==> src/rtl/alu_ovf_ctrl_if.sv <==
// alu_ovf_ctrl_if -- bundle of request, ALU-drive and status signals for alu_ovf_ctrl.
//
// Parameters:
//   WIDTH  operand/result width
//   CNT_W  overflow-event counter width
//
// Signals:
//   req, op_in, op_signed, A, B, pc_in      operation request from the requester
//   ALU_operation, alu_A, alu_B             drive towards the external ALU
//   alu_res, overflow                       ALU result and overflow-checker flag
//   busy, done, result, wr_en               completion status and write-back data
//   trap, epc, trap_ack, ovf_count          overflow trap handshake and statistics
//
// Modports:
//   slave   the controller side (alu_ovf_ctrl)
//   master  the requester/ALU environment side
interface alu_ovf_ctrl_if #(
    parameter int WIDTH = 32,
    parameter int CNT_W = 8
);
    logic              req;
    logic [2:0]        op_in;
    logic              op_signed;
    logic [WIDTH-1:0]  A;
    logic [WIDTH-1:0]  B;
    logic [WIDTH-1:0]  pc_in;

    logic [2:0]        ALU_operation;
    logic [WIDTH-1:0]  alu_A;
    logic [WIDTH-1:0]  alu_B;
    logic [WIDTH-1:0]  alu_res;
    logic              overflow;

    logic              busy;
    logic              done;
    logic [WIDTH-1:0]  result;
    logic              wr_en;
    logic              trap;
    logic [WIDTH-1:0]  epc;
    logic              trap_ack;
    logic [CNT_W-1:0]  ovf_count;

    modport slave (
        input  req, op_in, op_signed, A, B, pc_in, alu_res, overflow, trap_ack,
        output ALU_operation, alu_A, alu_B, busy, done, result, wr_en, trap, epc, ovf_count
    );

    modport master (
        output req, op_in, op_signed, A, B, pc_in, alu_res, overflow, trap_ack,
        input  ALU_operation, alu_A, alu_B, busy, done, result, wr_en, trap, epc, ovf_count
    );
endinterface

==> src/rtl/alu_ovf_ctrl.sv <==
// alu_ovf_ctrl -- sequences one ALU operation per request and raises a
// precise trap when a signed add/sub overflows.
//
// Flow: IDLE -(req)-> ISSUE -> CAPTURE -> DONE -> IDLE
//                                     \-> TRAP -(trap_ack)-> IDLE
// The ALU result and overflow flag are sampled on the edge that leaves
// CAPTURE. done/wr_en/result are registered from the DONE state, so done is
// visible in the cycle after the edge leaving DONE (three edges after accept).
//
// Configuration macro: ALU_OVF_TRAP_EN
//   defined   -> overflow on signed add (3'b010) / sub (3'b110) enters TRAP,
//                loads epc and bumps the saturating ovf_count
//   undefined -> TRAP is unreachable; trap, epc and ovf_count stay zero and
//                trap_ack is ignored
//
// Ports:
//   clk  rising-edge clock
//   rst  asynchronous active-high reset
//   bus  alu_ovf_ctrl_if.slave (request, ALU drive, status, trap handshake)
module alu_ovf_ctrl #(
    parameter int WIDTH = 32,
    parameter int CNT_W = 8
) (
    input  logic          clk,
    input  logic          rst,
    alu_ovf_ctrl_if.slave bus
);

`ifdef ALU_OVF_TRAP_EN
    localparam logic TRAP_EN = 1'b1;
`else
    localparam logic TRAP_EN = 1'b0;
`endif

    localparam logic [2:0] OP_ADD = 3'b010;
    localparam logic [2:0] OP_SUB = 3'b110;

    typedef enum logic [2:0] {
        IDLE    = 3'd0,
        ISSUE   = 3'd1,
        CAPTURE = 3'd2,
        DONE    = 3'd3,
        TRAP    = 3'd4
    } state_t;

    // Only signed add/sub are trap-capable; overflow elsewhere is ignored.
    function automatic logic trap_cond(input logic ovf, input logic sgn, input logic [2:0] op);
        return ovf && sgn && ((op == OP_ADD) || (op == OP_SUB));
    endfunction

    // Saturating increment: the counter sticks at all-ones instead of wrapping.
    function automatic logic [CNT_W-1:0] sat_inc(input logic [CNT_W-1:0] v);
        if (&v) begin
            return v;
        end else begin
            return v + {{(CNT_W-1){1'b0}}, 1'b1};
        end
    endfunction

    state_t            state_r;
    state_t            next_s;

    logic [2:0]        op_r;
    logic              sgn_r;
    logic [WIDTH-1:0]  a_r;
    logic [WIDTH-1:0]  b_r;
    logic [WIDTH-1:0]  pc_r;
    logic [WIDTH-1:0]  res_cap_r;

    logic              done_r;
    logic              wr_en_r;
    logic [WIDTH-1:0]  result_r;
    logic              trap_r;
    logic [WIDTH-1:0]  epc_r;
    logic [CNT_W-1:0]  cnt_r;

    logic              busy_s;
    logic              done_s;
    logic [2:0]        alu_op_s;
    logic [WIDTH-1:0]  alu_a_s;
    logic [WIDTH-1:0]  alu_b_s;
    logic              enter_trap_s;

    // State register.
    always_ff @(posedge clk or posedge rst) begin
        if (rst) begin
            state_r <= IDLE;
        end else begin
            state_r <= next_s;
        end
    end

    // Next-state logic; req is only looked at in IDLE, so it is ignored elsewhere.
    always_comb begin
        next_s = state_r;
        case (state_r)
            IDLE: begin
                if (bus.req) begin
                    next_s = ISSUE;
                end else begin
                    next_s = IDLE;
                end
            end
            ISSUE: begin
                next_s = CAPTURE;
            end
            CAPTURE: begin
                if (TRAP_EN && trap_cond(bus.overflow, sgn_r, op_r)) begin
                    next_s = TRAP;
                end else begin
                    next_s = DONE;
                end
            end
            DONE: begin
                next_s = IDLE;
            end
            TRAP: begin
                if (bus.trap_ack) begin
                    next_s = IDLE;
                end else begin
                    next_s = TRAP;
                end
            end
            default: begin
                next_s = IDLE;
            end
        endcase
    end

    // State-decoded outputs: ALU drive during ISSUE/CAPTURE, busy outside IDLE.
    always_comb begin
        busy_s   = 1'b1;
        done_s   = 1'b0;
        alu_op_s = 3'b000;
        alu_a_s  = {WIDTH{1'b0}};
        alu_b_s  = {WIDTH{1'b0}};
        case (state_r)
            IDLE: begin
                busy_s = 1'b0;
            end
            ISSUE, CAPTURE: begin
                alu_op_s = op_r;
                alu_a_s  = a_r;
                alu_b_s  = b_r;
            end
            DONE: begin
                done_s = 1'b1;
            end
            TRAP: begin
                busy_s = 1'b1;
            end
            default: begin
                busy_s = 1'b0;
            end
        endcase
    end

    assign enter_trap_s = (state_r == CAPTURE) && (next_s == TRAP);

    // Operand capture on acceptance and ALU result capture at the end of CAPTURE.
    always_ff @(posedge clk or posedge rst) begin
        if (rst) begin
            op_r      <= 3'b000;
            sgn_r     <= 1'b0;
            a_r       <= {WIDTH{1'b0}};
            b_r       <= {WIDTH{1'b0}};
            pc_r      <= {WIDTH{1'b0}};
            res_cap_r <= {WIDTH{1'b0}};
        end else begin
            if ((state_r == IDLE) && bus.req) begin
                op_r  <= bus.op_in;
                sgn_r <= bus.op_signed;
                a_r   <= bus.A;
                b_r   <= bus.B;
                pc_r  <= bus.pc_in;
            end
            if (state_r == CAPTURE) begin
                res_cap_r <= bus.alu_res;
            end
        end
    end

    // Completion outputs: one-cycle done/wr_en pulse, result held between operations.
    always_ff @(posedge clk or posedge rst) begin
        if (rst) begin
            done_r   <= 1'b0;
            wr_en_r  <= 1'b0;
            result_r <= {WIDTH{1'b0}};
        end else begin
            done_r  <= done_s;
            wr_en_r <= done_s;
            if (done_s) begin
                result_r <= res_cap_r;
            end
        end
    end

    // Trap flag, exception PC and saturating overflow-event counter.
    always_ff @(posedge clk or posedge rst) begin
        if (rst) begin
            trap_r <= 1'b0;
            epc_r  <= {WIDTH{1'b0}};
            cnt_r  <= {CNT_W{1'b0}};
        end else begin
            trap_r <= (next_s == TRAP);
            if (enter_trap_s) begin
                epc_r <= pc_r;
                cnt_r <= sat_inc(cnt_r);
            end
        end
    end

    assign bus.ALU_operation = alu_op_s;
    assign bus.alu_A         = alu_a_s;
    assign bus.alu_B         = alu_b_s;
    assign bus.busy          = busy_s;
    assign bus.done          = done_r;
    assign bus.wr_en         = wr_en_r;
    assign bus.result        = result_r;
    assign bus.trap          = trap_r;
    assign bus.epc           = epc_r;
    assign bus.ovf_count     = cnt_r;

endmodule

==> src/flat_wrapper.sv <==
// flat-port wrapper written by rule: the top's interface ports become plain ports
module alu_ovf_ctrl_flat 
#(
    parameter int WIDTH = 32,
    parameter int CNT_W = 8
)
  (clk, rst, bus_req, bus_op_in, bus_op_signed, bus_A, bus_B, bus_pc_in, bus_alu_res, bus_overflow, bus_trap_ack, bus_ALU_operation, bus_alu_A, bus_alu_B, bus_busy, bus_done, bus_result, bus_wr_en, bus_trap, bus_epc, bus_ovf_count);
  alu_ovf_ctrl_if #(.WIDTH(WIDTH), .CNT_W(CNT_W)) bus_i ();
  input  logic clk;
  input  logic rst;
  input wire logic [$bits(bus_i.req)-1:0] bus_req;
  input wire logic [$bits(bus_i.op_in)-1:0] bus_op_in;
  input wire logic [$bits(bus_i.op_signed)-1:0] bus_op_signed;
  input wire logic [$bits(bus_i.A)-1:0] bus_A;
  input wire logic [$bits(bus_i.B)-1:0] bus_B;
  input wire logic [$bits(bus_i.pc_in)-1:0] bus_pc_in;
  input wire logic [$bits(bus_i.alu_res)-1:0] bus_alu_res;
  input wire logic [$bits(bus_i.overflow)-1:0] bus_overflow;
  input wire logic [$bits(bus_i.trap_ack)-1:0] bus_trap_ack;
  output wire logic [$bits(bus_i.ALU_operation)-1:0] bus_ALU_operation;
  output wire logic [$bits(bus_i.alu_A)-1:0] bus_alu_A;
  output wire logic [$bits(bus_i.alu_B)-1:0] bus_alu_B;
  output wire logic [$bits(bus_i.busy)-1:0] bus_busy;
  output wire logic [$bits(bus_i.done)-1:0] bus_done;
  output wire logic [$bits(bus_i.result)-1:0] bus_result;
  output wire logic [$bits(bus_i.wr_en)-1:0] bus_wr_en;
  output wire logic [$bits(bus_i.trap)-1:0] bus_trap;
  output wire logic [$bits(bus_i.epc)-1:0] bus_epc;
  output wire logic [$bits(bus_i.ovf_count)-1:0] bus_ovf_count;
  assign bus_i.req = bus_req;
  assign bus_i.op_in = bus_op_in;
  assign bus_i.op_signed = bus_op_signed;
  assign bus_i.A = bus_A;
  assign bus_i.B = bus_B;
  assign bus_i.pc_in = bus_pc_in;
  assign bus_i.alu_res = bus_alu_res;
  assign bus_i.overflow = bus_overflow;
  assign bus_i.trap_ack = bus_trap_ack;
  assign bus_ALU_operation = bus_i.ALU_operation;
  assign bus_alu_A = bus_i.alu_A;
  assign bus_alu_B = bus_i.alu_B;
  assign bus_busy = bus_i.busy;
  assign bus_done = bus_i.done;
  assign bus_result = bus_i.result;
  assign bus_wr_en = bus_i.wr_en;
  assign bus_trap = bus_i.trap;
  assign bus_epc = bus_i.epc;
  assign bus_ovf_count = bus_i.ovf_count;
  alu_ovf_ctrl #(.WIDTH(WIDTH), .CNT_W(CNT_W)) u_core (.clk(clk), .rst(rst), .bus(bus_i));
endmodule
==> config.mk <==
export PLATFORM = sky130hd
export DESIGN_NAME = alu_ovf_ctrl_flat
export DESIGN_NICKNAME = d
export VERILOG_FILES = /design/src/rtl/alu_ovf_ctrl_if.sv /design/src/rtl/alu_ovf_ctrl.sv /design/src/flat_wrapper.sv
export SDC_FILE = /design/constraint.sdc
export NUM_CORES = 1
export LEC_CHECK = 0
export CORE_MARGIN = 4
export CORE_UTILIZATION = 46
export CTS_CLUSTER_SIZE = 30
export DETAILED_ROUTE_END_ITERATION = 12
export GPL_TIMING_DRIVEN = 0
export PLACE_DENSITY = 0.85
export SLEW_MARGIN = 20
export SYNTH_ARGS = -nofsm -noshare
export SYNTH_HDL_FRONTEND = slang
export SYNTH_SLANG_ARGS = --single-unit
==> constraint.sdc <==
create_clock -name clk -period 14.7 [get_ports clk]
set_clock_uncertainty 0.15 [all_clocks]
set_input_delay 2.94 -clock clk [delete_from_list [all_inputs] [get_ports clk]]
set_output_delay 2.94 -clock clk [all_outputs]
set_load 0.01 [all_outputs]
; Word-level counts from Yosys, hierarchy flattened
; Cells that the tools add are included.
[totals]
ff_bits = 208
elab_cells = 33
out_inout_bits = 143
inputBits = 137
[classes]
eq_ne = 5
add_sub_neg = 1
n_reduce_logical = 7
muxes = 8
bitwise = 1
[op_table]
columns = operator, n
row1 = $mux W32, 2
row2 = $pmux W3 S4, 1
row3 = $add A8 B1 Y8 const B, 1
row4 = $reduce_and A8 Y1, 1
row5 = $eq A3 B2 Y1 const B, 2
row6 = $eq A3 B3 Y1 const B, 2
row7 = $mux W3, 2
row8 = $reduce_or A4 Y1, 1
row9 = $eq A3 B1 Y1 const B, 1
row10 = $logic_not A3 Y1, 1
row11 = $mux W1, 3
row12 = $logic_and A1 B1 Y1, 2
row13 = $reduce_and A2 Y1, 1
row14 = $reduce_or A2 Y1, 1
row15 = $not A1 Y1, 1

; Logic depth before layout (Yosys ltp)
; Gate-level depths: netlist of run 1.
[depth]
ltp_word = 5
ltp_mapped = 6

; Worst setup path before layout of run 1
; OpenSTA, ideal clock, no wires.
[synth_timing]
kind = flip-flop to output port
from = reg u_core.state_r[1]
to = out bus_alu_B[12]
required_time_ns = 11.610
path_buffers = 3
arrival_ns = 1.320
path_slack_ns = 10.290
stages_incl_launch_ff = 6
path_cell_list = dfrtp_1 > buf_2 > xnor2_1 > buf_2 > buf_2 > nor3b_1
[synth_via]
elab_chain_len = 3
elab_cells_between_ends = 4
cone_classes = 2 x eq/ne / 1 x mux / 1 x reduce/logical
[synth_rtl]
columns = item, line
row1 = from (decl), alu_ovf_ctrl.sv:60  ; state_t state_r;
row2 = from (signal assigned), alu_ovf_ctrl.sv:89  ; state_r <= next_s;
row3 = $eq A3 B1 Y1 or $eq A3 B2 Y1 (tied branches), alu_ovf_ctrl.sv:137  ; case (state_r)
row4 = $reduce_or A2 Y1 *, alu_ovf_ctrl.sv:137
row5 = $mux W32 *, alu_ovf_ctrl.sv:137
row6 = to (decl), flat_wrapper.sv:22  ; output wire logic [$bits(bus_i.alu_B)-1:0] bus_alu_B;
; Every way passes the cells marked *; elsewhere a longest branch is shown, timed or not.

; Final worst setup path of run 1
[layout_timing]
from = reg u_core.state_r[1]
to = out bus_alu_B[27]
; The elaborated chain is that of the path after synthesis.

==> results of run 1 <==
==> power groups by stage <==
stage	Combinational (mW)	Clock, mW	Sequential [mW]
global placement	1.07	0	0.763
CTS	1.11	0.500	0.769
detailed placement	1.10	0	0.776
finish	1.09	0.488	0.770
floorplan	0.562	0	0.771
global route	1.16	0.524	0.791
==> state kept, by name (all words and copies together) (netlist names) <==
register / cells
u_core.op_r: 3
u_core.state_r: 3
u_core.a_r: 32
u_core.bus.ovf_count: 8
u_core.bus.result: 32
u_core.b_r: 32
u_core.bus.done: 1
u_core.bus.epc: 32
u_core.res_cap_r: 32
u_core.bus.trap: 1
==> final cells by class <==
cell class,count,area (um2),share of cell area (%)
multi-input combinational,209,2100,20.5
buffer,73,360,3.52
tap,184,230,2.25
timing repair buffer,246,2480,24.2
clock inverter,13,203,1.98
inverter,2,15.0,0.147
sequential,176,4400,43.0
clock buffer,19,453,4.42
==> metrics by stage <==
step | hold WS, ns | area, um2 | worst slack, ns | util (%) | std cells
after floorplan | 0.322 | 6870 | 6.84 | - | 460
after global placement | 0.289 | 9560 | 5.02 | 65.5 | 889
after detailed placement | 0.297 | 9590 | 9.36 | 65.7 | 890
after CTS | 0.312 | 10200 | 8.89 | 70.2 | 922
after global routing | 0.323 | 10200 | 8.80 | 70.2 | 922
final | 0.309 | 10200 | 9.01 | 70.2 | 922
==> how the worst min path moves through the flow <==
stage / to / slack (ns) / cells past startpoint
floorplan: u_core.a_r[10]$_DFFE_PP0P_ / 0.32 / 1
global placement: u_core.bus.epc[13]$_DFFE_PP0P_ / 0.29 / 1
finish: u_core.bus.epc[8]$_DFFE_PP0P_ / 0.31 / 1
CTS: u_core.bus.epc[8]$_DFFE_PP0P_ / 0.31 / 1
detailed placement: u_core.bus.epc[8]$_DFFE_PP0P_ / 0.30 / 1
global route: u_core.bus.epc[7]$_DFFE_PP0P_ / 0.32 / 1
==> layer usage <==
| layer | share of wire [%] | vias up |
|---|---|---|
| li1 | - | 2075 |
| met1 | 38 | 2307 |
| met2 | 51 | 157 |
| met3 | 9.2 | 19 |
| met4 | 1.5 | 0 |
| met5 | 0 | - |
==> kinds of logic after synthesis <==
family / after synthesis
and+or+nand+nor: 76
DFF: 176
muxes: 131
xor gates and xnor gates: 2
buffers and inverters: 75
==> layout by cell type (no fill, tap or decap), drive strengths merged <==
cell type,n
mux2,131
nor3b,68
inv,5
buf,25
clkdlybuf4s50,245
nand3b,1
xnor2,2
nor3,1
nor4b,3
nor2,3
bufinv,4
clkinv,6
clkbuf,68
dfrtp,176
==> results.toml, run 1 <==
[run_status]
status = "completed"

[synth]
synth_xor_area_share_pct = 0.255
synth_nets = 597
synthCells = 460
synth_simple_gate_area_share_pct = 8.32
ys_warn_count = 0
synth.area.mux_share_pct = 22.0
synthArstFlopShare_pct = 100
synth_top_area_share_pct = 64.1
synth-edff-count = 0
synth_top_family_by_area = "multiplexers"
synth_top_area_cell = "dfrtp_1"
syn_area_per_cell_um2 = 14.9
synth_most_common_cell = "dfrtp_1"
ys_dominant_reg_cell = "dfrtp_1"
ys_seq_area_share_pct = 64.1
synth_common_cells = "176 x dfrtp_1, 121 x mux2_2, 67 x nor3b_1, 49 x clkbuf_1, 11 x buf_4"
ys_ff_latch = 176
synth-compound-area-share_pct = 0
yosysUniqueCellTypes = 19
syn_area_mm2 = 0.00687
synthTopCellsByArea = "dfrtp_1 64%, mux2_2 20%, nor3b_1 7.3%"
synthAdderAreaFrac_pct = 0

[clock_network]
path_clk_slew_ns = 0.07
clockBufferDepth = 2
htreeDepth = 4
cts_tree = "done"
root_buffer = "clkbuf_16"
cts_hold_buf = 0
cts_setup_buffers = 0
cts_resized = 0
clkSinkCount = 176
clk_latency_ns = 0.42
cts_made_buffers = 17

[timing]
worst_pin_slew_ns = 0.576
period_minus_slack_ns = 5.69
setup-violations-final = 0
slew_viol_final = 0
hold_violations = 0
fin_setup_tns_ns = 0
clock.fmax_mhz = 176
min_period_over_period_pct = 38.7
relSlewSlack_pct = 61.6
rsz0062_at_grt = "false"

[setup_path]
cpPeakStageDelay_ns = 0.54
cp.required_ns = 11.61
crit_family = "buffers and inverters"
cpMostUsedCell = "buf_2"
cp-endpoint = "bus_alu_B[27]"
startpoint_type = "register"
crit_start = "u_core.state_r[1]$_DFF_PP0_"
rr_startpoint = "u_core.state_r[2]$_DFF_PP0_"
rrSetupSlack_ns = 12.70
path_buf_inv = 4
crit_path_end_kind = "primary output"
cp.arrival_ns = 2.60
cp_slowest_cell = "clkdlybuf4s50_1"
crit_cells = 6
r2r_cells = 4
path_cells = "buf_2 -> xnor2_1 -> buf_2 -> buf_2 -> nor3b_1 -> clkdlybuf4s50_1"
critPathMaxFanout = 10
path_class = "register to primary output"
worstReg2RegEnd = "u_core.res_cap_r[1]$_DFFE_PP0P_"

[die]
start_util_pct = 47.1
fp.dieArea_mm2 = 0.0170
fp.dieH_um = 130
die_x_um = 130
ioPinCount = 280
core-area_mm2 = 0.0146
rows = 44

[power]
total_leakage_power_nw = 4.28
ir_drop_mv = 0.134
total_power_mw = 2.34
p_int_mw = 1.62
power.share.combinational_pct = 46.3
p_per_area_mw_per_mm2 = 229
p_seq_share_pct = 32.8
swShare_pct = 30.8
p_clk_share_pct = 20.8
p_switching_uw = 723

[global_route]
grt_use_total_pct = 20.7
antenna_found_initial = 0
globalRouteMet3Util_pct = 9.58
grt_pass1_wl_um = 26700
use_met2_pct = 34.5
grt_max_degree = 96
busiest_layer = "met2"
grt_pass1_vias = 5128
met1_usage_pct = 24.1
grt_overflow = 0

[cells_and_area]
fillers = 938
diodes = 0
fin_nets = 862
drive_above_1_share_pct = 25.6
area_growth_pct = 49.1

[worst_hold_path]
hold_path.class = "register to register"
holdCritStartpoint = "u_core.bus.epc[8]$_DFFE_PP0P_"

[drt]
vias = 4558
drt_iter0_markers = 134
first_pass_iters = 4
drc = 0
wire_per_inst_um = 18.5
vias_per_cell = 4.94
routed_wirelength_um = 17000
detail-route-antenna-nets = 0

[placement]
io_buffers = 245
hpwl_um = 12600
gp_congestion = 0.760

[run]
max_cap_violations = 0
Note: power is estimated with default switching activity, not from simulation.
==> inputs of run 2 (changes only) <==
--- a/config.mk
+++ b/config.mk
@@ -6,11 +6,11 @@
 export NUM_CORES = 1
 export LEC_CHECK = 0
 export CORE_MARGIN = 4
-export CORE_UTILIZATION = 46
+export CORE_UTILIZATION = 43
 export CTS_CLUSTER_SIZE = 30
 export DETAILED_ROUTE_END_ITERATION = 12
 export GPL_TIMING_DRIVEN = 0
-export PLACE_DENSITY = 0.85
+export PLACE_DENSITY = 0.8
 export SLEW_MARGIN = 20
 export SYNTH_ARGS = -nofsm -noshare
 export SYNTH_HDL_FRONTEND = slang
==> constraint.sdc (replaced) <==
create_clock -name clk -period 5.8 [get_ports clk]
set_clock_uncertainty 0.15 [all_clocks]
set_input_delay 1.16 -clock clk [delete_from_list [all_inputs] [get_ports clk]]
set_output_delay 1.16 -clock clk [all_outputs]
set_load 0.01 [all_outputs]
==> run 2 against run 1 <==
Sequential share of layout area is 0.16 points lower. Via count decreased by 0.75%. Worst hold slack got worse by 0.0021 ns. Utilization shrank 3.6 points. Power rose by 150%. Die area up 6.5%. Sequential power grew to 2.5 times the previous value. Critical endpoint is now bus_alu_B[21].
==> results.toml, run 2 (same netlist as run 1, synthesis figures left out) <==
[worst_hold_path]
hold_path.class = "register to register"

[clock_network]
cts_tree = "done"
htreeDepth = 4
cts_setup_buffers = 0
cts_made_buffers = 17
clockBufferDepth = 2
root_buffer = "clkbuf_16"
clk_latency_ns = 0.42
clkSinkCount = 176
cts_resized = 0
path_clk_slew_ns = 0.07
cts_hold_buf = 0

[timing]
period_minus_slack_ns = 3.94
worst_pin_slew_ns = 0.604
clock.fmax_mhz = 254
fin_setup_tns_ns = 0
rsz0062_at_grt = "false"
worst_slack_ns = 1.86
relSlewSlack_pct = 59.7
slew_viol_final = 0
setup-violations-final = 0
hold_violations = 0
timing.hold.ws_ns = 0.307
min_period_over_period_pct = 67.8

[die]
die_x_um = 134
fp.dieArea_mm2 = 0.0181
ioPinCount = 280
fp.dieH_um = 134
rows = 45
core-area_mm2 = 0.0154
start_util_pct = 44.6

[global_route]
antenna_found_initial = 0
grt_pass1_wl_um = 27100
grt_overflow = 0
grt_use_total_pct = 19.1
grt_pass1_vias = 5168
grt_max_degree = 37

[setup_path]
path_cells = "buf_2 -> xnor2_1 -> buf_2 -> buf_2 -> nor3b_1 -> clkdlybuf4s50_1"
rrSetupSlack_ns = 3.83
crit_path_end_kind = "primary output"
cpPeakStageDelay_ns = 0.54
crit_family = "buffers and inverters"
path_buf_inv = 4
critPathMaxFanout = 10
cp.arrival_ns = 2.63
cpMostUsedCell = "buf_2"
startpoint_type = "register"
cp.required_ns = 4.49
cp_slowest_cell = "clkdlybuf4s50_1"
path_class = "register to primary output"

[cells_and_area]
fin_nets = 866
diodes = 0
drive_above_1_share_pct = 26.0
area_growth_pct = 49.6
final_common_cell = "clkdlybuf4s50_1"
layout_common_cells = "245 x clkdlybuf4s50_1, 176 x dfrtp_1, 121 x mux2_2, 67 x nor3b_1, 49 x clkbuf_1"
final_core_util_pct = 66.7

[power]
ir_drop_mv = 0.311
p_clk_share_pct = 19.3
total_leakage_power_nw = 4.28
p_seq_share_pct = 33.4
p_per_area_mw_per_mm2 = 565
swShare_pct = 32.1
power.share.combinational_pct = 47.3
p_int_mw = 3.94
p_switching_mw = 1.87

[drt]
drc = 0
vias_per_cell = 4.75
wire_per_inst_um = 17.6
vias = 4524
routed_wirelength_um = 16800
first_pass_iters = 4
drt_iter0_markers = 127
detail-route-antenna-nets = 0

[placement]
hpwl_um = 12600
gp_congestion = 0.762
io_buffers = 245
post-place-ws_ns = 2.31

[run]
max_cap_violations = 0

[run_status]
status = "completed"
[run 2: power groups by stage]
stage	Sequential (mW)	Clock, mW	Combinational, mW
2_1_floorplan	1.95	0	1.42
3_3_place_gp	1.93	0	2.70
3_5_place_dp	1.97	0	2.76
4_1_cts	1.95	1.15	2.79
5_1_grt	2.00	1.21	2.94
6_report	1.94	1.12	2.74
[run 2: path summary, 6_finish.rpt]
kind / startpoint / end / cells after the start
max: u_core.state_r[1]$_DFF_PP0_ / bus_alu_B[21] / 6
min: u_core.bus.epc[1]$_DFFE_PP0P_ / u_core.bus.epc[1]$_DFFE_PP0P_ / 1
max reg2reg: u_core.state_r[2]$_DFF_PP0_ / u_core.res_cap_r[7]$_DFFE_PP0P_ / 4
min reg2reg: u_core.bus.epc[1]$_DFFE_PP0P_ / u_core.bus.epc[1]$_DFFE_PP0P_ / 1
max in group asynchronous: rst / u_core.bus.result[1]$_DFFE_PP0P_ / 5
min in group asynchronous: rst / u_core.b_r[27]$_DFFE_PP0P_ / 2
[run 2: metrics by stage]
stage / power, mW / area (um2) / std cells
finish: 5.81 / 10300 / 953
global route: 6.15 / 10300 / 953
CTS: 5.88 / 10300 / 953
detailed placement: 4.73 / 9690 / 921
global placement: 4.64 / 9590 / 916
floorplan: 3.38 / 6880 / 460
[run 2: area by class of cell]
class	instances	area, um2
Buffer	73	360
Clock buffer	17	425
Clock inverter	15	165
Fill cell	1136	5140
Inverter	2	11.3
Multi-Input combinational cell	209	2100
Sequential cell	176	4400
Tap cell	211	264
Timing Repair Buffer	250	2550
[run 2: worst register-to-register path, delay by kind of cell (launching register included)]
kind	cells	cell delay (ns)
buffers and inverters	2	0.48
AND/OR/NAND/NOR	1	0.46
flip-flops	1	0.40
multiplexers	1	0.36
[run 2: per-layer routing]
layer / vias to the layer above / global-route usage [%] / part of all wire, %
li1: 2083 / - / -
met1: 2253 / 22.3 / 39
met2: 165 / 31.7 / 50
met3: 23 / 8.14 / 9.0
met4: 0 / 6.56 / 1.9
met5: - / 0 / 0
==> edit 1: new RTL, flow settings as in run 2 <==
`WIDTH` is set to 32 in 3 places; all go to 48.
--- a/src/rtl/alu_ovf_ctrl_if.sv
+++ b/src/rtl/alu_ovf_ctrl_if.sv
@@ -16,5 +16,5 @@
 //   master  the requester/ALU environment side
 interface alu_ovf_ctrl_if #(
-    parameter int WIDTH = 32,
+    parameter int WIDTH = 48,
     parameter int CNT_W = 8
 );
--- a/src/rtl/alu_ovf_ctrl.sv
+++ b/src/rtl/alu_ovf_ctrl.sv
@@ -19,5 +19,5 @@
 //   bus  alu_ovf_ctrl_if.slave (request, ALU drive, status, trap handshake)
 module alu_ovf_ctrl #(
-    parameter int WIDTH = 32,
+    parameter int WIDTH = 48,
     parameter int CNT_W = 8
 ) (
--- a/src/flat_wrapper.sv
+++ b/src/flat_wrapper.sv
@@ -2,5 +2,5 @@
 module alu_ovf_ctrl_flat 
 #(
-    parameter int WIDTH = 32,
+    parameter int WIDTH = 48,
     parameter int CNT_W = 8
 )
Ports: changed (8 resized); port bits go from 280 to 408. The function was not compared with the original's and may differ.
==> edit 1 against run 2 <==
- fmax down 5.1%
- largest cell class unchanged
- global-route usage increased by 1.0 points
- sequential cell count rose by 80
- sequential share of layout area decreased by 0.17 points
- setup slack got worse by 0.21 ns
- synthesized area increased by 45%
- wire length rose by 55%
- final area is 46% higher
- sequential power is 46% higher
- die area grew 42%
- critical endpoint is now bus_alu_A[26]
- total power rose by 47%
==> edit 1: results (changes against run 2) <==
ys.flop_type: "dfrtp_1"
cts_buffers: 27  # +10
cts_root_buffer: "clkbuf_16"
worstSkewPairLatency_ns: 0.53  # +0.11 ns
grt_pass1_wl_um: 41400  # +53%
port-buffer-count: 357  # +46%
grt_pass1_vias: 7432  # +44%
ys_async_sr_fraction: 1.00  # unchanged
track_usage: 0.201  # +0.0105
place_hpwl_um: 19500  # +55%
via_count: 6636  # +47%
ys_top_cells_by_count: "dfrtp_1 (256), mux2_2 (113), nor3b_1 (99)"
slew_headroom: 0.486  # -0.111
ir_worst_vdd_uv: 388  # +25%
yosysUniqueCellTypes: 17  # -2
post_cts_resized: 0  # unchanged
clockBufferDepth: 3  # +1
yosys_warnings: 0  # unchanged
path_clk_slew_ns: 0.06
critical_path_arrival_ns: 2.84  # +0.21 ns
drive_above_1_share: 0.183  # -0.0769
die_area_sq_um: 25700  # +42%
antenna_found_initial: 3  # +3
htree_levels: 1  # -3
p_leak_uw: 0.00624  # +46%
final_nets: 1263  # +46%
drt_wl_total_um: 26100  # +55%
drt-initial-drc-count: 246  # +94%
cts_setup_buffers: 0  # unchanged
clock_sinks: 256  # +45%
synth-seq-area-share: 0.643  # +0.00276
nFillCells: 1646  # +45%
synth_area_leaders: "dfrtp_1 (64%), mux2_2 (13%), mux2_1 (9.3%)"
place_area_sq_um: 14100  # +45%
synth_nets: 868  # +45%
hold_path.class: "reg2reg"
grt_max_degree: 35  # -5.4%
firstDrtPassIters: 4  # unchanged
gp_congestion: 0.756  # -0.72%
p_per_area_nw_per_um2: 569  # +0.71%
outcome: "finished clean"
cp_max_fo: 10  # unchanged
## edit 1: stage by stage
step,setup slack (ns),cells
finish,1.65,1367
global route,1.42,1367
CTS,1.59,1366
detailed placement,2.17,1318
global placement,-0.762,1309
floorplan,1.12,667
## edit 1: per-layer routing
metal	track usage	part of all wire	vias to the layer above
met5	0	0.00084	-
met4	0.0712	0.037	4
met3	0.0772	0.089	62
met2	0.343	0.49	238
met1	0.233	0.38	3279
li1	-	-	3053
## edit 1: area by class of cell
class | instances | area share
Antenna cell | 1 | 0.000167
Buffer | 104 | 0.0338
Clock buffer | 36 | 0.0512
Clock inverter | 12 | 0.00983
Inverter | 2 | 0.000750
Multi-Input combinational cell | 305 | 0.203
Sequential cell | 256 | 0.427
Tap cell | 285 | 0.0237
Timing Repair Buffer | 366 | 0.251
## edit 1: final timing paths
path	end	from	depth (start not counted)	slack [ns]
max reg2reg	u_core.res_cap_r[4]	u_core.state_r[2]	5	3.77
min reg2reg	u_core.bus.epc[26]	u_core.bus.epc[26]	1	0.31
min	u_core.bus.epc[26]	u_core.bus.epc[26]	1	0.31
min in group asynchronous	u_core.bus.result[13]	rst	2	0.87
max	bus_alu_A[26]	u_core.state_r[0]	5	1.65
max in group asynchronous	u_core.b_r[28]	rst	6	3.46
## edit 1: critical path: stages, from the launching register on
cell and delay [ns]:
dfrtp_1 0.36, buf_4 0.17, xnor2_2 0.63, clkbuf_1 0.46
nor3b_1 0.14, clkdlybuf4s50_1 0.54
## edit 1: cell families (layout without fill, tap and decap cells)
| family | Yosys count | count (layout) | synth area share |
|---|---|---|---|
| buffers and inverters | 106 | 520 | 0.0518 |
| other | 0 | 1 | 0 |
| and+or+nand+nor | 108 | 108 | 0.0824 |
| xor gates and xnor gates | 2 | 2 | 0.00176 |
| muxes | 195 | 195 | 0.221 |
| DFF | 256 | 256 | 0.643 |
## edit 1: power breakdown
group	leakage (uW)	internal, uW	switching [uW]
clock network	0.000450	1060	706
registers	0.00315	2510	317
logic	0.00265	2290	1650
total	0.00624	5860	2680
==> edit 2: new RTL, config.mk and constraints of run 2 <==
Without the edit above. Make the reset (`rst`) synchronous in 4 clocked blocks. Comments in the files are not updated.
--- a/src/rtl/alu_ovf_ctrl.sv
+++ b/src/rtl/alu_ovf_ctrl.sv
@@ -83,5 +83,5 @@
 
     // State register.
-    always_ff @(posedge clk or posedge rst) begin
+    always_ff @(posedge clk) begin
         if (rst) begin
             state_r <= IDLE;
@@ -159,5 +159,5 @@
 
     // Operand capture on acceptance and ALU result capture at the end of CAPTURE.
-    always_ff @(posedge clk or posedge rst) begin
+    always_ff @(posedge clk) begin
         if (rst) begin
             op_r      <= 3'b000;
@@ -182,5 +182,5 @@
 
     // Completion outputs: one-cycle done/wr_en pulse, result held between operations.
-    always_ff @(posedge clk or posedge rst) begin
+    always_ff @(posedge clk) begin
         if (rst) begin
             done_r   <= 1'b0;
@@ -197,5 +197,5 @@
 
     // Trap flag, exception PC and saturating overflow-event counter.
-    always_ff @(posedge clk or posedge rst) begin
+    always_ff @(posedge clk) begin
         if (rst) begin
             trap_r <= 1'b0;
Function: differs if rst is asserted again (counterexample within 4 cycles, from zero or initial values and one cycle with rst high); with rst held inactive, the same outputs for 10 cycles.
==> edit 2 against run 2 <==
- wire length grew 19%
- sequential share of layout area decreased by 10 points
- via count rose by 27%
- critical path depth unchanged
- register-to-register slack lost 0.06 ns
- synthesized cell count up 57%
- sequential cell count stayed put
- setup slack got worse by 0.077 ns
- synthesized area is 8.1% higher
- final area grew 4.8%
- die area up 7.6%
- global-route usage is 1.5 points higher
- largest cell class is now multi-input gates
Power is not compared: it rests on default switching activity, and its combinational part moved more than twofold at a synthesized area within 25%.
==> edit 2: results (changes against run 2) <==
cp_slowest_cell: "xnor2_1"
synth-seq-area-share: 0.474  # -0.166
outcome: "finished clean"
met3_usage: 0.0878  # +0.00643
multi_input_cells: 482  # +130%
syn_to_final_growth_pct: 45.0
instances_no_fill: 1220  # +28%
reg2reg_to: "u_core.state_r[1]"
wl_met2_um: 9440  # +13%
syn-cell-area_sq_um: 7430  # +8.1%
final_nets: 1124  # +30%
ys_async_sr_fraction: 0  # -1.00
reg2reg_slack_ns: 3.77  # -0.06 ns
place_area_sq_um: 10100  # +4.7%
slowest_delay_ns: 0.60  # +0.06 ns
dr_wl_met3_um: 1660  # +10%
avgRoutedWirePerCell_um: 16.4  # -7.2%
worst_pin_slew_ns: 0.745  # +0.141 ns
nFillCells: 1433  # +26%
grt_pass1_wl_um: 32200  # +19%
synth_top_family_by_area: "simple AND/OR/NAND/NOR gates"
synthMuxAreaShare: 0.176  # -0.0436
multi_input_area_share: 0.334  # +0.130
track_usage: 0.206  # +0.0154
drt-initial-drc-count: 177  # +39%
yosysUniqueCellTypes: 18  # -1
place_ws_ns: 2.20  # -0.115 ns
drive_above_1_share: 0.0520  # -0.208
critical_path_arrival_ns: 2.70  # +0.07 ns
ys.flop_type: "dfxtp_1"
via_count: 5761  # +27%
clock_area_frac: 0.0583  # +0.000870
grt_max_degree: 18  # -51%
ys_top_cells_by_count: "nand2b_1 (230), dfxtp_1 (176), mux2i_1 (131)"
min_to: "u_core.bus.ovf_count[1]"
## edit 2: changes by cell type in the layout (fill, tap and decap cells not counted), sizes merged, moves of 3 or more
cell	before	now
clkinv	6	2
dfxtp	0	176
inv	10	6
clkbuf	66	62
buf	29	23
bufinv	0	3
nand2b	0	230
mux2	131	0
mux2i	0	131
dfrtp	176	0
nor2b	0	40
## edit 2: worst max-delay path by stage
stage | startpoint | endpoint | slack, ns | depth (start not counted)
2_1_floorplan | u_core.state_r[0] | bus_alu_B[12] | 3.24 | 5
3_3_place_gp | u_core.state_r[0] | bus_alu_B[12] | 2.18 | 6
3_5_place_dp | u_core.state_r[0] | bus_alu_B[12] | 2.20 | 6
4_1_cts | u_core.state_r[0] | bus_alu_B[16] | 1.72 | 6
5_1_grt | u_core.state_r[0] | bus_alu_B[12] | 1.55 | 6
6_report | u_core.state_r[0] | bus_alu_B[16] | 1.79 | 6
